$ cat config.mk
export PLATFORM = sky130hd
export DESIGN_NAME = mem_wb_stage
export DESIGN_NICKNAME = d
export VERILOG_FILES = /design/src/rtl/mem_wb_stage.sv
export SDC_FILE = /design/constraint.sdc
export NUM_CORES = 1
export LEC_CHECK = 0
export ABC_AREA = 1
export BUFFER_PORTS_ARGS = -buffer_cell sky130_fd_sc_hd__buf_2
export CORE_ASPECT_RATIO = 0.6
export CORE_MARGIN = 2
export CORE_UTILIZATION = 35
export DETAILED_ROUTE_END_ITERATION = 12
export PLACE_DENSITY = 0.53
export SYNTH_ARGS = -nofsm -noshare
export SYNTH_HDL_FRONTEND = slang
export SYNTH_SLANG_ARGS = --single-unit
$ cat constraint.sdc
create_clock -name clk -period 5.1 [get_ports clk]
set_input_delay 0.765 -clock clk [delete_from_list [all_inputs] [get_ports clk]]
set_output_delay 0.765 -clock clk [all_outputs]
set_load 0.01 [all_outputs]
$ cat src/rtl/mem_wb_stage.sv
// MEM->WB stage register with a one-entry skid buffer; in->out latency is 1 cycle.
// in_ready is decoded from registered state only, so out_ready never reaches in_ready combinationally.
module mem_wb_stage #(
  parameter int DATA_W = 32,
  parameter int LANES  = 7,
  parameter int RD_W   = 5,
  parameter int CNT_W  = 32
) (
  input  logic                      clk,
  input  logic                      reset,
  input  logic                      flush,
  input  logic                      in_valid,
  output logic                      in_ready,
  input  logic [LANES*DATA_W-1:0]   in_data,
  input  logic [RD_W-1:0]           in_rd,
  input  logic                      in_reg_wb,
  output logic                      out_valid,
  input  logic                      out_ready,
  output logic [LANES*DATA_W-1:0]   out_data,
  output logic [RD_W-1:0]           out_rd,
  output logic                      out_reg_wb,
  output logic [CNT_W-1:0]          retired
);

  localparam int PW = LANES * DATA_W;

  typedef struct packed {
    logic [PW-1:0]   data;
    logic [RD_W-1:0] rd;
    logic            reg_wb;
  } entry_t;

  typedef enum logic [1:0] {
    EMPTY = 2'd0,
    FULL  = 2'd1,
    SKID  = 2'd2
  } state_e;

  state_e             state_q, state_d;
  entry_t             main_q, main_d;
  entry_t             skid_q, skid_d;
  entry_t             in_entry;
  logic [CNT_W-1:0]   retired_q, retired_d;
  logic               in_hs, out_hs;

  assign in_ready  = (state_q != SKID);
  assign out_valid = (state_q != EMPTY);
  assign in_hs     = in_valid & in_ready;
  assign out_hs    = out_valid & out_ready;
  assign in_entry  = {in_data, in_rd, in_reg_wb};

  always_comb begin
    state_d   = state_q;
    main_d    = main_q;
    skid_d    = skid_q;
    retired_d = retired_q + CNT_W'(out_hs);

    case (state_q)
      EMPTY: begin
        if (in_hs) begin
          main_d  = in_entry;
          state_d = FULL;
        end
      end
      FULL: begin
        if (in_hs && out_hs) begin
          main_d = in_entry;
        end else if (in_hs) begin
          skid_d  = in_entry;
          state_d = SKID;
        end else if (out_hs) begin
          state_d = EMPTY;
        end
      end
      SKID: begin
        if (out_ready) begin
          main_d  = skid_q;
          state_d = FULL;
        end
      end
      default: state_d = EMPTY;
    endcase

    // Flush only kills held entries; a handshake in this cycle is still counted above.
    if (flush) begin
      state_d = EMPTY;
    end
  end

  always_ff @(posedge clk or negedge reset) begin
    if (!reset) begin
      state_q   <= EMPTY;
      main_q    <= '0;
      skid_q    <= '0;
      retired_q <= '0;
    end else begin
      state_q   <= state_d;
      main_q    <= main_d;
      skid_q    <= skid_d;
      retired_q <= retired_d;
    end
  end

  assign out_data   = main_q.data;
  assign out_rd     = main_q.rd;
  assign out_reg_wb = main_q.reg_wb & out_valid;
  assign retired    = retired_q;

endmodule

==> run_results.csv <==
group,metric,value,unit
status,outcome,"finished, final reports clean",
place,place_area,24850,um^2
synthesis,synthTopCellsByCount,"nand2_1 (1243), dfrtp_1 (494), o21ai_0 (361)",
clock_tree,cts-root-buf,"clkbuf_16",
timing,setup-violations-final,0,
synthesis,synth_fp_nets,3181,
timing,min_period,3052,ps
routing,wirelength,60.25,mm
floorplan,die_w,336.9,um
power_and_ir_drop,max-vdd-ir-drop,0.3321,mV
clock_tree,clock_sinks,494,
clock_tree,cts_buffers,49,
place,dpl.hpwl,39.97,mm
timing,report.final.slew_viol_count,0,
routing,route.detailed.drc,0,
timing,timing.fmax,327.7,MHz
timing,whs,232.9,ps
timing,report.final.hold_viol_count,0,
critical_path,crit_type,"reg -> reg",
floorplan,fp.dieArea,68620,um^2
timing,fin_skew,9.627,ps
routing,via_per_inst,4.390,
clock_tree,htree_num_levels,2,
routing,dr.pass1.iters,5,
floorplan,io_pins,499,
timing,fin_crit_sh,59.84,%
clock_tree,cts_tree,"done",
clock_tree,clk_pin_slew_worst_paths,60,ps
synthesis,ys_warn_count,0,
timing,fin_setup_tns,0,ps
place,place_congestion,0.8087,
global_route,grt_usage,17.56,%
synthesis,synthCells,2943,
clock_tree,insertion_delay,590,ps
power_and_ir_drop,powerDensity,453.6,nW/um^2
routing,wire_per_inst,14.78,um
routing,ant_nets,0,
critical_path,reg2reg_setup_slack,2050,ps
synthesis,ys_types,22,
global_route,grt_pass1_wl,96.17,mm
clock_tree,cts_setup_buffers,0,
layout,area_growth,14.13,%
synthesis,async_reset_ff_share,100.0,%
layout,multi_input_area,7561,um^2
critical_path,crit_fanout,146,
synthesis,synth_top_area_share,53.13,%
place,dpl_worst_slack,1969,ps
synthesis,synth_most_common_cell,"nand2_1",
critical_path,cp-end-kind,"flop",
timing,tightestPinTransition,1011,ps
critical_path,worstPathArrival,3570,ps
layout,fin_util,40.27,%
worst_hold_path,hp-class,"in -> async",
routing,vias,17900,
layout,fillers,6886,
place,io_buffers,498,
global_route,gr-total-overflow,0,
clock_tree,cts_resized,0,
layout,stdcell_count,4076,
power_and_ir_drop,p_leak,14.29,nW
timing,setup_ws,2048,ps
floorplan,die_y,203.7,um
place,placedCellCount,3983,
layout,finalInstanceArea,26550,um^2
synthesis,synth_top_area_cell,"dfrtp_1",
synthesis,netlist_area,23270,um^2
synthesis,synth_flop_cell,"dfrtp_1",
timing,rsz0062_at_grt,"false",
routing,drt-initial-drc-count,1146,
global_route,grt_pass1_vias,16870,
synthesis,synth.avg_cell_area,7.906,um^2
synthesis,ys_seq_area_share,53.13,%
floorplan,core-area,65950,um^2
critical_path,start_kind,"flop",
synthesis,synth-edff-count,0,
job,maxCapViolCount,0,
power_and_ir_drop,power,12.04,mW
floorplan,rows,73,
synthesis,ys_ff_latch,494,
floorplan,start_util,35.28,%
layout,fin_nets,3372,
layout,drive_gt1_share,19.08,%
global_route,grt_start_max_net_pins,147,
global_route,antenna_found_initial,7,
timing,slew_headroom,32.60,%
clock_tree,cts_max_path_buffers,3,
layout,register_area,12360,um^2
clock_tree,hold_buffers,0,
critical_path,cp_data_required_time,5620,ps
synthesis,synth.area.top_cells,"dfrtp_1 (53%), nand2_1 (20%), o21ai_0 (7.8%)",
## cells by family after synthesis
kind of cell,count (synthesis),share of synthesized area [%]
fa+ha+maj,3,0.1613
flops,494,53.13
buf+inv,638,14.44
compound gates,464,9.997
simple gates,1329,21.70
xor+xnor,15,0.5647
## where the power goes
| group | internal [mW] | total, mW | switching [mW] | leakage, nW |
|---|---|---|---|---|
| clock network | 2.24 | 3.83 | 1.59 | 0.833 |
| logic | 0.972 | 2.55 | 1.58 | 7.30 |
| registers | 5.05 | 5.66 | 0.608 | 6.16 |
## flip-flops by register name, indices dropped and copies added (netlist names)
signal	count
main_q	1
skid_q	230
retired	32
state_q	2
out_rd	5
out_data	224
## worst paths after layout
kind / endpoint / cells past startpoint / from
hold / removal: out_data[127] / 1 / reset
min in group clk: skid_q[76] / 3 / in_data[70]
setup / recovery: out_data[121] / 8 / state_q[0]
max in group asynchronous: skid_q[0] / 2 / reset
hold reg to reg: out_data[92] / 2 / out_data[92]
setup reg to reg: out_data[121] / 8 / state_q[0]
## final cells by class
cell class | instances | share of cell area [%]
flip-flops and latches | 494 | 46.55
multi-input cells | 1811 | 28.47
repair buffers | 520 | 10.61
clock buffers | 79 | 5.880
well taps | 900 | 4.241
inverters | 258 | 3.704
clock inverters | 9 | 0.4900
diodes | 5 | 0.04712
## per-layer routing
layer  GRT usage (%)  vias to the layer above  part of all wire, %
met1           26.34                     8249                   50
met4           4.927                        4                  2.1
met3           3.746                       82                  5.2
met2           25.34                      367                   43
li1                -                     9193                    -
met5               0                        -                0.035
## layout by cell type, fill, tap and decap left out
| cell type | Yosys | layout |
|---|---|---|
| clkinv_4 | 0 | 1 |
| inv_8 | 0 | 2 |
| nand2_2 | 1 | 1 |
| xnor2_1 | 6 | 6 |
| clkbuf_8 | 0 | 18 |
| ha_1 | 3 | 3 |
| clkbuf_1 | 63 | 10 |
| o21ai_4 | 0 | 1 |
| buf_8 | 0 | 1 |
| inv_6 | 0 | 1 |
| inv_2 | 3 | 1 |
| nand2_1 | 1243 | 1243 |
| buf_12 | 0 | 12 |
| diode_2 | 0 | 5 |
| nand4_4 | 0 | 1 |
| dfrtp_1 | 494 | 494 |
| inv_1 | 255 | 255 |
| nor2_1 | 61 | 61 |
| clkinvlp_4 | 0 | 1 |
| buf_2 | 85 | 497 |
| o21ai_1 | 92 | 92 |
| a21oi_1 | 10 | 10 |
| bufinv_16 | 0 | 3 |
| xor2_1 | 9 | 9 |
| clkbuf_16 | 0 | 51 |
| clkinv_2 | 0 | 3 |
| nand4_1 | 2 | 2 |
| nand3b_1 | 7 | 7 |
| nor2_2 | 1 | 1 |
| o21ai_0 | 361 | 361 |
| buf_4 | 229 | 10 |
| nand3_1 | 13 | 13 |
## worst max-delay path, cell delays in order, from the launching register on
cell and delay (ps):
dfrtp_1 490, inv_2 60, nand2_2 340, o21ai_1 190, o21ai_4 150, buf_12 510, buf_4 910, nand2_1 140
nand2_1 110
No activity file was read; power rests on OpenSTA's default activity.
